**config.mk**
```make
export PLATFORM = sky130hd
export DESIGN_NAME = soc_uart
export DESIGN_NICKNAME = d
export VERILOG_FILES = /design/src/rtl/soc_uart.sv
export SDC_FILE = /design/constraint.sdc
export NUM_CORES = 1
export LEC_CHECK = 0
export CAP_MARGIN = 20
export CELL_PAD_IN_SITES_DETAIL_PLACEMENT = 1
export CELL_PAD_IN_SITES_GLOBAL_PLACEMENT = 2
export CORE_MARGIN = 1.5
export CORE_UTILIZATION = 40
export CTS_CLUSTER_DIAMETER = 50
export CTS_CLUSTER_SIZE = 10
export DETAILED_ROUTE_END_ITERATION = 10
export PLACE_DENSITY_LB_ADDON = 0.1
export SLEW_MARGIN = 30
export SYNTH_ARGS = -nofsm -noshare
export SYNTH_HDL_FRONTEND = slang
export SYNTH_SLANG_ARGS = --single-unit
```
**constraint.sdc**
```tcl
create_clock -name clk -period 4.5 [get_ports clk]
set_input_delay 0.9 -clock clk [delete_from_list [all_inputs] [get_ports clk]]
set_output_delay 0.9 -clock clk [all_outputs]
set_load 0.02 [all_outputs]
```
**src/rtl/soc_uart.sv**
```systemverilog
// soc_uart: memory-mapped 8N1 UART peripheral.
// DATA register at addr[2]=0, STATUS at addr[2]=1, addr[3]=1 is an unmapped hole.
// One-byte TX holding register in front of the shifter, small RX FIFO behind the receiver.
module soc_uart #(
    parameter int clks_per_bit = 104,
    parameter int rx_fifo_aw   = 2
) (
    input  logic        clk,
    input  logic        reset,
    input  logic [3:0]  addr,
    input  logic        rw,
    input  logic [31:0] din,
    output logic [31:0] dout,
    input  logic        valid,
    output logic        ready,
    input  logic        rx,
    output logic        tx
);
    localparam int CW    = $clog2(clks_per_bit);
    localparam int DEPTH = 1 << rx_fifo_aw;

    localparam logic [CW-1:0]       BIT_LAST  = CW'(clks_per_bit - 1);
    localparam logic [CW-1:0]       HALF_LAST = CW'(clks_per_bit / 2 - 1);
    localparam logic [rx_fifo_aw:0] FIFO_FULL = (rx_fifo_aw + 1)'(DEPTH);

    localparam logic [1:0] ST_IDLE  = 2'd0;
    localparam logic [1:0] ST_START = 2'd1;
    localparam logic [1:0] ST_DATA  = 2'd2;
    localparam logic [1:0] ST_STOP  = 2'd3;

    // Bus response
    logic                  ready_q;
    logic [31:0]           dout_q, dout_d;
    // Transmitter
    logic [1:0]            tx_state_q, tx_state_d;
    logic [CW-1:0]         tx_cnt_q, tx_cnt_d;
    logic [2:0]            tx_bit_q, tx_bit_d;
    logic [7:0]            tx_sh_q, tx_sh_d;
    logic                  tx_q, tx_d;
    logic [7:0]            hold_q, hold_d;
    logic                  hold_full_q, hold_full_d;
    logic                  tx_load;
    // Receiver
    logic                  rx_s1_q, rx_s2_q, rx_prev_q;
    logic [1:0]            rx_state_q, rx_state_d;
    logic [CW-1:0]         rx_cnt_q, rx_cnt_d;
    logic [2:0]            rx_bit_q, rx_bit_d;
    logic [7:0]            rx_sh_q, rx_sh_d;
    logic                  rx_push, rx_ferr;
    // RX FIFO and sticky flags
    logic [7:0]            fifo_mem [DEPTH];
    logic [rx_fifo_aw-1:0] wptr_q, rptr_q;
    logic [rx_fifo_aw:0]   count_q, count_d;
    logic                  overrun_q, overrun_d;
    logic                  ferr_q, ferr_d;
    logic                  fifo_empty, fifo_full, push_ok, pop;
    // Request decode
    logic                  req, data_wr, stall, accept, wr_hold, rd_data, rd_stat;
    logic                  unused_bits;

    assign unused_bits = ^{din[31:8], addr[1:0]};
    assign ready       = ready_q;
    assign dout        = dout_q;
    assign tx          = tx_q;

    // Request decode, read mux, FIFO occupancy and sticky flag update
    always_comb begin
        req        = valid && !ready_q;
        data_wr    = req && rw && !addr[3] && !addr[2];
        stall      = data_wr && hold_full_q;
        accept     = req && !stall;
        wr_hold    = accept && data_wr;
        rd_data    = accept && !rw && !addr[3] && !addr[2];
        rd_stat    = accept && !rw && !addr[3] && addr[2];
        fifo_empty = (count_q == '0);
        fifo_full  = (count_q == FIFO_FULL);
        pop        = rd_data && !fifo_empty;
        // a pop in the same cycle frees the slot, so a full FIFO still accepts the push
        push_ok    = rx_push && (!fifo_full || pop);
        count_d    = count_q + (rx_fifo_aw + 1)'(push_ok) - (rx_fifo_aw + 1)'(pop);

        dout_d = '0;
        if (pop) begin
            dout_d = {24'd0, fifo_mem[rptr_q]};
        end else if (rd_stat) begin
            dout_d = {28'd0, ferr_q, overrun_q, !fifo_empty, hold_full_q};
        end

        // a flag raised in the same cycle as the clearing STATUS read stays set
        overrun_d = overrun_q;
        ferr_d    = ferr_q;
        if (rd_stat) begin
            overrun_d = 1'b0;
            ferr_d    = 1'b0;
        end
        if (rx_push && !push_ok) overrun_d = 1'b1;
        if (rx_ferr)             ferr_d    = 1'b1;
    end

    // Bus response: one-cycle ready pulse, read data only while ready is high
    always_ff @(posedge clk or posedge reset) begin
        if (reset) begin
            ready_q <= 1'b0;
            dout_q  <= '0;
        end else begin
            ready_q <= accept;
            dout_q  <= dout_d;
        end
    end

    // TX next state: holding register hand-off, bit timing and shifting
    always_comb begin
        tx_state_d  = tx_state_q;
        tx_cnt_d    = tx_cnt_q;
        tx_bit_d    = tx_bit_q;
        tx_sh_d     = tx_sh_q;
        tx_d        = tx_q;
        hold_d      = hold_q;
        hold_full_d = hold_full_q;
        tx_load     = 1'b0;
        case (tx_state_q)
            ST_IDLE: tx_load = hold_full_q;
            ST_START: begin
                if (tx_cnt_q == BIT_LAST) begin
                    tx_cnt_d   = '0;
                    tx_bit_d   = '0;
                    tx_d       = tx_sh_q[0];
                    tx_state_d = ST_DATA;
                end else begin
                    tx_cnt_d = tx_cnt_q + 1'b1;
                end
            end
            ST_DATA: begin
                if (tx_cnt_q == BIT_LAST) begin
                    tx_cnt_d = '0;
                    if (tx_bit_q == 3'd7) begin
                        tx_d       = 1'b1;
                        tx_state_d = ST_STOP;
                    end else begin
                        tx_bit_d = tx_bit_q + 1'b1;
                        tx_sh_d  = {1'b0, tx_sh_q[7:1]};
                        tx_d     = tx_sh_q[1];
                    end
                end else begin
                    tx_cnt_d = tx_cnt_q + 1'b1;
                end
            end
            ST_STOP: begin
                if (tx_cnt_q == BIT_LAST) begin
                    tx_cnt_d = '0;
                    if (hold_full_q) tx_load = 1'b1;
                    else             tx_state_d = ST_IDLE;
                end else begin
                    tx_cnt_d = tx_cnt_q + 1'b1;
                end
            end
            default: tx_state_d = ST_IDLE;
        endcase
        // loading at the end of STOP chains straight into the next START bit
        if (tx_load) begin
            tx_sh_d     = hold_q;
            hold_full_d = 1'b0;
            tx_state_d  = ST_START;
            tx_cnt_d    = '0;
            tx_d        = 1'b0;
        end
        if (wr_hold) begin
            hold_d      = din[7:0];
            hold_full_d = 1'b1;
        end
    end

    // TX state registers; the line idles high
    always_ff @(posedge clk or posedge reset) begin
        if (reset) begin
            tx_state_q  <= ST_IDLE;
            tx_cnt_q    <= '0;
            tx_bit_q    <= '0;
            tx_sh_q     <= '0;
            tx_q        <= 1'b1;
            hold_q      <= '0;
            hold_full_q <= 1'b0;
        end else begin
            tx_state_q  <= tx_state_d;
            tx_cnt_q    <= tx_cnt_d;
            tx_bit_q    <= tx_bit_d;
            tx_sh_q     <= tx_sh_d;
            tx_q        <= tx_d;
            hold_q      <= hold_d;
            hold_full_q <= hold_full_d;
        end
    end

    // RX next state: start-bit qualification at mid-bit, then one sample per bit period
    always_comb begin
        rx_state_d = rx_state_q;
        rx_cnt_d   = rx_cnt_q;
        rx_bit_d   = rx_bit_q;
        rx_sh_d    = rx_sh_q;
        rx_push    = 1'b0;
        rx_ferr    = 1'b0;
        case (rx_state_q)
            ST_IDLE: begin
                if (rx_prev_q && !rx_s2_q) begin
                    rx_cnt_d   = '0;
                    rx_state_d = ST_START;
                end
            end
            ST_START: begin
                if (rx_cnt_q == HALF_LAST) begin
                    rx_cnt_d   = '0;
                    rx_bit_d   = '0;
                    rx_state_d = rx_s2_q ? ST_IDLE : ST_DATA;
                end else begin
                    rx_cnt_d = rx_cnt_q + 1'b1;
                end
            end
            ST_DATA: begin
                if (rx_cnt_q == BIT_LAST) begin
                    rx_cnt_d = '0;
                    rx_sh_d  = {rx_s2_q, rx_sh_q[7:1]};
                    rx_bit_d = rx_bit_q + 1'b1;
                    if (rx_bit_q == 3'd7) rx_state_d = ST_STOP;
                end else begin
                    rx_cnt_d = rx_cnt_q + 1'b1;
                end
            end
            ST_STOP: begin
                if (rx_cnt_q == BIT_LAST) begin
                    rx_cnt_d   = '0;
                    rx_state_d = ST_IDLE;
                    rx_push    = rx_s2_q;
                    rx_ferr    = !rx_s2_q;
                end else begin
                    rx_cnt_d = rx_cnt_q + 1'b1;
                end
            end
            default: rx_state_d = ST_IDLE;
        endcase
    end

    // RX synchroniser, edge-detect history and receiver state registers
    always_ff @(posedge clk or posedge reset) begin
        if (reset) begin
            rx_s1_q    <= 1'b1;
            rx_s2_q    <= 1'b1;
            rx_prev_q  <= 1'b1;
            rx_state_q <= ST_IDLE;
            rx_cnt_q   <= '0;
            rx_bit_q   <= '0;
            rx_sh_q    <= '0;
        end else begin
            rx_s1_q    <= rx;
            rx_s2_q    <= rx_s1_q;
            rx_prev_q  <= rx_s2_q;
            rx_state_q <= rx_state_d;
            rx_cnt_q   <= rx_cnt_d;
            rx_bit_q   <= rx_bit_d;
            rx_sh_q    <= rx_sh_d;
        end
    end

    // RX FIFO storage; only slots below the count are ever read, so no reset
    always_ff @(posedge clk) begin
        if (push_ok) fifo_mem[wptr_q] <= rx_sh_q;
    end

    // RX FIFO pointers, occupancy and sticky error flags
    always_ff @(posedge clk or posedge reset) begin
        if (reset) begin
            wptr_q    <= '0;
            rptr_q    <= '0;
            count_q   <= '0;
            overrun_q <= 1'b0;
            ferr_q    <= 1'b0;
        end else begin
            if (push_ok) wptr_q <= wptr_q + 1'b1;
            if (pop)     rptr_q <= rptr_q + 1'b1;
            count_q   <= count_d;
            overrun_q <= overrun_d;
            ferr_q    <= ferr_d;
        end
    end

endmodule

```
; After elaboration in Yosys (flattened, before gate mapping)
; Memory sizes are Yosys's and may differ from the RTL's.
; Cells that the tools add are included.
[word_totals]
register_bits = 95
latchBits = 0
mem_bits_rw = 32
rom_bits = 0
output_inout_bits = 34
elab_cells = 156
mem_count = 1
[classes]
addsub = 8
mul = 0
div_mod_pow = 0
n_lt_le_gt_ge = 0
n_eq_ne = 26
n_shift = 0
muxes = 53
bitwise = 0
n_reduce_logical = 47
[mem_list]
columns = memory, depth, width, rd, rd_clocked_by_memory_dff, write_ports, line_no
row1 = fifo_mem, 4, 8, 1, 0, 1, 51  ; logic [7:0] fifo_mem [DEPTH];
[op_table]
columns = cell, n
row1 = 7-bit two-way mux, 6
row2 = 8-bit two-way mux, 5
row3 = 2-bit two-way mux, 12
row4 = 7-bit case mux with 3 select lines, 1
row5 = 2-bit inequality test (second input constant), 9
row6 = 1-bit two-way mux, 17
row7 = 2-bit nonzero test, 8
row8 = 1-bit logical AND, 15
row9 = 3-bit two-way mux, 5
row10 = 3-bit inequality test (second input constant), 5
row11 = 7-bit by 1-bit adder with 7-bit output (second input constant), 2
row12 = 7-bit == test (second input constant), 2
row13 = 3-bit case mux with 2 select lines, 2
row14 = 3-bit == test (second input constant), 3
row15 = 1-bit zero test, 9
row16 = 3-bit AND reduction, 3
row17 = 2-bit == test (second input constant), 4
row18 = 2-bit case mux with 4 select lines, 1
row19 = 7-bit by 6-bit == test with 1-bit output (second input constant), 1
row20 = 3-bit by 1-bit adder with 3-bit output (second input constant), 2
row21 = 2-bit case mux with 3 select lines, 1
row22 = 6-bit AND reduction, 1
row23 = 5-bit AND reduction, 1
row24 = 2-bit by 1-bit adder with 2-bit output (second input constant), 2
row25 = other kinds (14), 17

; Logic depth before layout (Yosys ltp)
; Gate-level depths: netlist of run 1.
[depth]
word_depth = 17
depth_mapped = 13
mapped_depth_nobuf = 12

; Least setup slack after synthesis of run 1
; OpenSTA, ideal clock, no wires.
[synth_path]
kind = in2reg
from = in rw
to = reg count_q[2]
setup_ps = 123
arrival_ps = 3042
setup_slack_ps = 1335
stages = 12
path_cell_list = or4b_4 o21ai_0 and4_1 buf_4 inv_1 ha_1 inv_1 ha_1 inv_1 fa_1 xnor2_1 xnor2_1
[synth_between]
elab_chain_len = 14
word_cells_on_any_way = 15
classes_between = 2 x add/sub / 13 x reduce/logical
[synth_rtl]
columns = element, line_no
row1 = start: declaration, 11  ; input logic rw,
row2 = 1-bit logical AND (3 in a row), 69  ; data_wr = req && rw && !addr[3] && !addr[2];
row3 = 1-bit logical AND, 70  ; stall = data_wr && hold_full_q;
row4 = 1-bit zero test, 71  ; accept = req && !stall;
row5 = 1-bit logical AND, 71
row6 = 1-bit logical AND * (3 in a row), 73  ; rd_data = accept && !rw && !addr[3] && !addr[2];
row7 = 1-bit logical AND *, 77  ; pop = rd_data && !fifo_empty;
row8 = 1-bit logical OR, 79  ; push_ok = rx_push && (!fifo_full || pop);
row9 = 1-bit logical AND, 79
row10 = 3-bit by 1-bit adder with 3-bit output, 80  ; count_d = count_q + (rx_fifo_aw + 1)'(push_ok) - (rx_fifo_aw + 1)'(pop);
row11 = 3-bit by 1-bit subtractor with 3-bit output *, 80
row12 = net count_d[2], 53  ; logic [rx_fifo_aw:0] count_q, count_d;
row13 = end signal: assignment, 279  ; count_q <= count_d;
row14 = end: declaration, 53
; Mark *: on every way through the listed nets, which the timed path passes. The rest lies on a longest branch.
; A chain may end at the register's enable or synchronous reset.

; Worst setup path after layout of run 1
; Same ends and word-level chain as after synthesis.

==> metrics.yaml, run 1 <==
outcome:
  outcome: "finished clean"
cts:
  cts_tree: "yes"
  cts_resized: 0
  path_clk_slew_ns: 0.07
  htreeDepth: 3
  cts_setup_buffers: 0
  clock-root-buffer: "clkbuf_16"
  cts_buffer_depth: 2
  clk_latency_ns: 0.35
  numClockSinks: 103
  cts_buffers: 9
  ctsHoldBuffers: 0
die:
  fp.dieArea_um2: 12900
  die_h_um: 114
  io_pins: 75
  die_w_um: 114
  rows: 40
  initial_core_util: 0.410
  core-area_um2: 12000
yosys:
  syn_area_um2: 4900
  ys_seq_area_frac: 0.559
  synth_common_cells: "dfrtp_1 (67), edfxtp_1 (32), buf_4 (26)"
  synth.area.top_cells: "dfrtp_1 (34%), edfxtp_1 (20%), ha_1 (4.6%), mux2_2 (4.6%), buf_4 (4.0%)"
  yosysWarnings: 0
  synth_xor_area_frac: 0.0161
  synthCells: 380
  yosysUniqueCellTypes: 63
  synth-edff-count: 32
  synth_compound_area_frac: 0.107
  synthDominantCellAreaShare: 0.342
  synthMuxAreaShare: 0.0911
  yosys_register_bits: 103
  synth-async-reset-ratio: 0.689
  synthAdderAreaFrac: 0.0500
  synth_top_family_by_area: "simple AND/OR/NAND/NOR gates"
  yosysTopAreaCell: "dfrtp_1"
  yosys.area_share.simple: 0.112
  synth_flop_cell: "dfrtp_1"
  synth_most_common_cell: "dfrtp_1"
  syn_avg_cell_area_um2: 12.9
worst_setup_path:
  r2r_cells: 11
  worstPathRequired_ns: 4.77
  critPathLaunchType: "input pin"
  rr_startpoint: "ready"
  critical_path_class: "in2reg"
  endpoint_kind: "flip-flop"
  r2r-end: "count_q[2]"
  cp_data_arrival_time_ns: 3.80
  regToRegSetupSlack_ns: 1.59
  crit_fanout: 7
power_and_ir_drop:
  p_seq_frac: 0.514
  pwr-share-comb: 0.115
  fin_total_pwr_mw: 2.23
  p_int_mw: 1.62
  pwr-share-clk: 0.371
  leakage_nw: 2.37
  powerDensity_nw_per_um2: 403
  switchingPower_uw: 616
  ir_drop_uv: 234
  swShare: 0.276
finish:
  diodes: 0
  finalNetCount: 467
  fillers: 1254
  area_growth_pct: 12.9
  drive_above_1_share: 0.165
job:
  maxCapViolations: 0
timing:
  hold_viol: 0
  finalSetupViolations: 0
  slew_headroom: 0.407
  fin_setup_tns_ns: 0
  max_freq_ghz: 0.283
  grt_setup_unrepaired: "false"
  maxSlewViolCount: 0
  period_needed_ns: 3.53
  fin_worst_skew_ns: 0.00454
  worst_pin_slew_ns: 0.883
  setup_ws_ns: 0.971
  period_share: 0.784
hold_path:
  hold_class: "reg2reg"
  hold_depth: 0
  hold_end: "rx_s2_q"
  min_from: "rx_s1_q"
global_route:
  grt_pass1_wl_um: 15300
  grt_max_degree: 39
  overflow: 0
  antenna_found_initial: 0
  first_global_vias: 2997
  grtUsageTotal: 0.155
route:
  viasPerCell: 5.23
  num_vias: 2923
  routedWlPerCell_um: 16.3
  wl_um: 9100
  initialDrtViolationCount: 136
  first_pass_iters: 4
  remaining_drc_errors: 0
  postRouteAntennaNets: 0
placement:
  port_buffers: 24
  dp_slack_ns: 0.588
  finalWeightedCongestion: 0.720
  dpl.hpwl_um: 6200
## power by group through the flow
stage          combinational (mW)  sequential [mW]  clock [mW]
2_1_floorplan               0.270             1.09           0
3_3_place_gp                0.254             1.17           0
3_5_place_dp                0.263             1.17           0
4_1_cts                     0.263             1.15       0.864
5_1_grt                     0.287             1.16       0.894
6_report                    0.257             1.15       0.829
## per-stage QoR
step           cell area, µm²  utilization  std cells  hold slack [ns]
3_3_place_gp             5210        0.435        543            0.346
2_1_floorplan            4990            -        403            0.345
3_5_place_dp             5210        0.436        543            0.351
4_1_cts                  5530        0.463        559            0.364
6_report                 5530        0.463        559            0.360
5_1_grt                  5530        0.463        559            0.368
## area by class of cell
cell class,instances,area (µm²),area share
timing repair buffer,27,275,0.0498
clock inverter,7,93.8,0.0170
inverter,19,71.3,0.0129
sequential,103,2740,0.496
clock buffer,9,225,0.0407
tap,147,184,0.0332
multi-input combinational,247,1940,0.351
## cells in the final DEF (no fill, tap or decap), types with 3 or more instances in the layout
cell type and n:
and2_2 3, a221o_1 8, clkbuf_16 9, a211oi_1 3, mux4_2 8, and3_1 3, nand2b_1 7, dfstp_2 4
xnor2_1 7, nor2_1 15, inv_1 18, mux2i_1 3, a31oi_1 6, edfxtp_1 32, mux2_2 20, nor3_1 5
nand3_1 10, o21ai_0 19, dfrtp_1 67, nand2_1 14, o211ai_1 3, a21oi_1 10, clkdlybuf4s50_1 24, conb_1 24
and2_1 12, a22o_1 9, ha_1 18
## worst max-delay path, cell delays in order
cell             delay [ns]
clkdlybuf4s50_1        0.46
or4b_4                 0.59
o21ai_0                0.19
and4_1                 0.38
inv_1                  0.08
ha_1                   0.29
inv_1                  0.05
ha_1                   0.13
inv_1                  0.05
fa_1                   0.37
xnor2_1                0.18
xnor2_1                0.13
## how the worst max path moves through the flow
| stage | startpoint | endpoint | slack (ns) | cells past startpoint |
|---|---|---|---|---|
| 6_report | rw | count_q[2] | 0.97 | 12 |
| 5_1_grt | rw | count_q[2] | 0.78 | 12 |
| 4_1_cts | rw | count_q[2] | 0.95 | 12 |
| 3_5_place_dp | rw | count_q[2] | 0.59 | 12 |
| 3_3_place_gp | rw | count_q[2] | 0.64 | 12 |
| 2_1_floorplan | rw | count_q[2] | 1.34 | 12 |
## flip-flops by register name, indices dropped and copies added (netlist names), 3 cells and up, named ones only
register	cells
fifo_mem	32
dout	8
hold_q	8
rx_sh_q	8
tx_sh_q	8
rx_cnt_q	7
tx_cnt_q	7
count_q	3
rx_bit_q	3
tx_bit_q	3
## kinds of logic (layout without fill, tap and decap cells)
kind of cell / count (synthesis) / after routing
AOI/OAI and AO/OA: 72 / 72
xor gates and xnor gates: 9 / 9
adders and majority gates: 19 / 19
buffers and inverters: 53 / 62
DFF: 103 / 103
muxes: 32 / 32
other: 1 / 24
and+or+nand+nor: 91 / 91
## routing by layer
metal / share of wire / up-vias / GRT usage / wire, µm
met2: 0.50 / 33 / 0.266 / 4560
met3: 0.030 / 8 / 0.0436 / 270
met5: 0 / - / 0 / 0
li1: - / 1399 / - / -
met4: 0.011 / 0 / 0.0475 / 100
met1: 0.46 / 1483 / 0.191 / 4170
Power figures use the tool's default switching activity.
==> inputs of run 2 (changes only) <==
--- a/config.mk
+++ b/config.mk
@@ -9,7 +9,7 @@
 export CELL_PAD_IN_SITES_DETAIL_PLACEMENT = 1
 export CELL_PAD_IN_SITES_GLOBAL_PLACEMENT = 2
 export CORE_MARGIN = 1.5
-export CORE_UTILIZATION = 40
+export CORE_UTILIZATION = 37
 export CTS_CLUSTER_DIAMETER = 50
 export CTS_CLUSTER_SIZE = 10
 export DETAILED_ROUTE_END_ITERATION = 10
==> constraint.sdc (replaced) <==
create_clock -name clk -period 3.4 [get_ports clk]
set_input_delay 0.68 -clock clk [delete_from_list [all_inputs] [get_ports clk]]
set_output_delay 0.68 -clock clk [all_outputs]
set_load 0.02 [all_outputs]
==> run 2 against run 1 <==
Routed wire length rose by 6.6%. Hold slack worse by 0.0025 ns. Sequential share of layout area decreased by 0.30 points. Final cell count is 5.5% higher. Global-route usage is 0.49 points lower. Via count increased by 1.2%. Sequential power is 30% higher. Largest cell class unchanged. Largest power group unchanged.
==> metrics.yaml, run 2 (same netlist as run 1, synthesis figures left out) <==
die:
  core-area_um2: 12800  # +6.8%
  rows: 41  # +2.5%
  die_w_um: 118  # +3.9%
  die_h_um: 118  # +3.9%
  fp.dieArea_um2: 13900  # +7.9%
  initial_core_util: 0.384  # -0.0261
  io_pins: 75  # unchanged
placement:
  dpl_cell_area_um2: 5290  # +1.4%
  placed_cells: 574  # +5.7%
  dpl.hpwl_um: 6530  # +5.2%
  finalWeightedCongestion: 0.709  # -1.5%
  port_buffers: 24  # unchanged
  dp_slack_ns: -0.0256  # -0.614 ns
cts:
  htreeDepth: 3  # unchanged
  cts_resized: 0  # unchanged
  clk_latency_ns: 0.35  # about the same
  path_clk_slew_ns: 0.07  # about the same
  numClockSinks: 103  # unchanged
  cts_tree: "yes"
  cts_buffer_depth: 2  # unchanged
  clock-root-buffer: "clkbuf_16"
  cts_buffers: 9  # unchanged
  ctsHoldBuffers: 0  # unchanged
  cts_setup_buffers: 0  # unchanged
power_and_ir_drop:
  p_seq_frac: 0.521  # +0.007
  powerDensity_nw_per_um2: 516  # +28%
  ir_drop_uv: 236  # +1.1%
  pwr-share-comb: 0.133  # +0.018
  pwr-share-clk: 0.347  # -0.024
  leakage_nw: 2.38  # +0.49%
  switchingPower_uw: 805  # +31%
  p_int_mw: 2.07  # +28%
  swShare: 0.280  # +0.00403
finish:
  drive_above_1_share: 0.172  # +0.00720
  finalNetCount: 473  # +1.3%
  mostFrequentLayoutCells: "dfrtp_1 (67), edfxtp_1 (32), conb_1 (24), clkdlybuf4s50_1 (24), mux2_2 (20)"
  multiInputGateArea_um2: 1940  # -0.26%
  layoutNonFillerInstCount: 590  # +5.5%
  layout_commonest_cell: "dfrtp_1"
  regMostFlops: "fifo_mem"
  area_growth_pct: 13.6
  register_area_um2: 2740  # unchanged
  largest_register_ffs: 32  # unchanged
  fillers: 1348  # +7.5%
  diodes: 0  # unchanged
  design_area_um2: 5570  # +0.61%
route:
  postRouteAntennaNets: 0  # unchanged
  remaining_drc_errors: 0  # unchanged
  num_vias: 2958  # +1.2%
  viasPerCell: 5.01  # -4.1%
  first_pass_iters: 4  # unchanged
  initialDrtViolationCount: 181  # +33%
  routedWlPerCell_um: 16.4  # +0.96%
  wl_um: 9690  # +6.6%
worst_setup_path:
  crit_fanout: 2  # -5
  critical_path_class: "in2reg"
  critPathLaunchType: "input pin"
  endpoint_kind: "flip-flop"
  worstPathRequired_ns: 3.64  # -1.13 ns
  cp_data_arrival_time_ns: 3.27  # -0.53 ns
timing:
  slew_headroom: 0.426  # +0.0191
  worst_pin_slew_ns: 0.854  # -0.0284 ns
  period_needed_ns: 3.03
  fin_setup_tns_ns: 0  # unchanged
  setup_ws_ns: 0.369  # -0.602 ns
  fin_worst_skew_ns: 0.00611  # +0.00157 ns
  grt_setup_unrepaired: "false"
  maxSlewViolCount: 0  # unchanged
  max_freq_ghz: 0.330
  finalSetupViolations: 0  # unchanged
  period_share: 0.892
  holdWs_ns: 0.358  # -0.00250 ns
  hold_viol: 0  # unchanged
job:
  maxCapViolations: 0  # unchanged
global_route:
  overflow: 0  # unchanged
  grt_max_degree: 67  # +72%
  antenna_found_initial: 0  # unchanged
  grtUsageTotal: 0.150  # -0.00493
  first_global_vias: 3100  # +3.4%
  grt_pass1_wl_um: 16400  # +7.0%
hold_path:
  hold_class: "reg2reg"
outcome:
  outcome: "finished clean"
run 2: changes by cell type in the layout (fill, tap and decap cells not counted), sizes merged:
cell,previous run,this run
inv,24,23
clkbuf,9,10
buf,3,9
clkinv,0,1
bufinv,1,0
run 2: cell type report:
cell class / instances / area share
Clock buffer: 10 / 0.0411
Clock inverter: 6 / 0.00944
Inverter: 19 / 0.0128
Multi-Input combinational cell: 247 / 0.348
Sequential cell: 103 / 0.493
Tap cell: 172 / 0.0387
Timing Repair Buffer: 33 / 0.0575
run 2: power groups by stage:
stage          registers, mW  clock network, mW  logic (mW)
2_1_floorplan           1.45                  0       0.357
3_3_place_gp            1.52                  0       0.377
3_5_place_dp            1.52                  0       0.390
4_1_cts                 1.50               1.04       0.389
5_1_grt                 1.52               1.08       0.427
6_report                1.50              0.997       0.381
run 2: final timing paths:
kind	startpoint	end	slack, ns	cells after the start
min in group asynchronous	reset	ready	0.54	2
hold / removal	rx_s1_q	rx_s2_q	0.36	0
max in group asynchronous	reset	tx	2.24	3
setup / recovery	rw	count_q[2]	0.37	12
hold reg to reg	rx_s1_q	rx_s2_q	0.36	0
setup reg to reg	ready	count_q[2]	0.73	11
run 2: metal layers:
layer | global-route usage | vias up | routed length, µm
met5 | 0 | - | 0
met4 | 0.0389 | 0 | 108
met3 | 0.0460 | 8 | 299
met2 | 0.247 | 27 | 4820
met1 | 0.192 | 1517 | 4460
li1 | - | 1406 | -
run 2: metrics by stage:
step,power [mW],utilization
floorplan,1.80,-
global placement,1.90,0.414
finish,2.87,0.436
CTS,2.93,0.436
global route,3.03,0.436
detailed placement,1.91,0.414
run 2: worst max-delay path, stage by stage:
cell and delay, ns:
clkdlybuf4s50_1 0.44, or4b_4 0.52, o21ai_0 0.18, and4_1 0.23, inv_1 0.05, ha_1 0.28
inv_1 0.06, ha_1 0.13, inv_1 0.05, fa_1 0.38, xnor2_1 0.15, xnor2_1 0.12
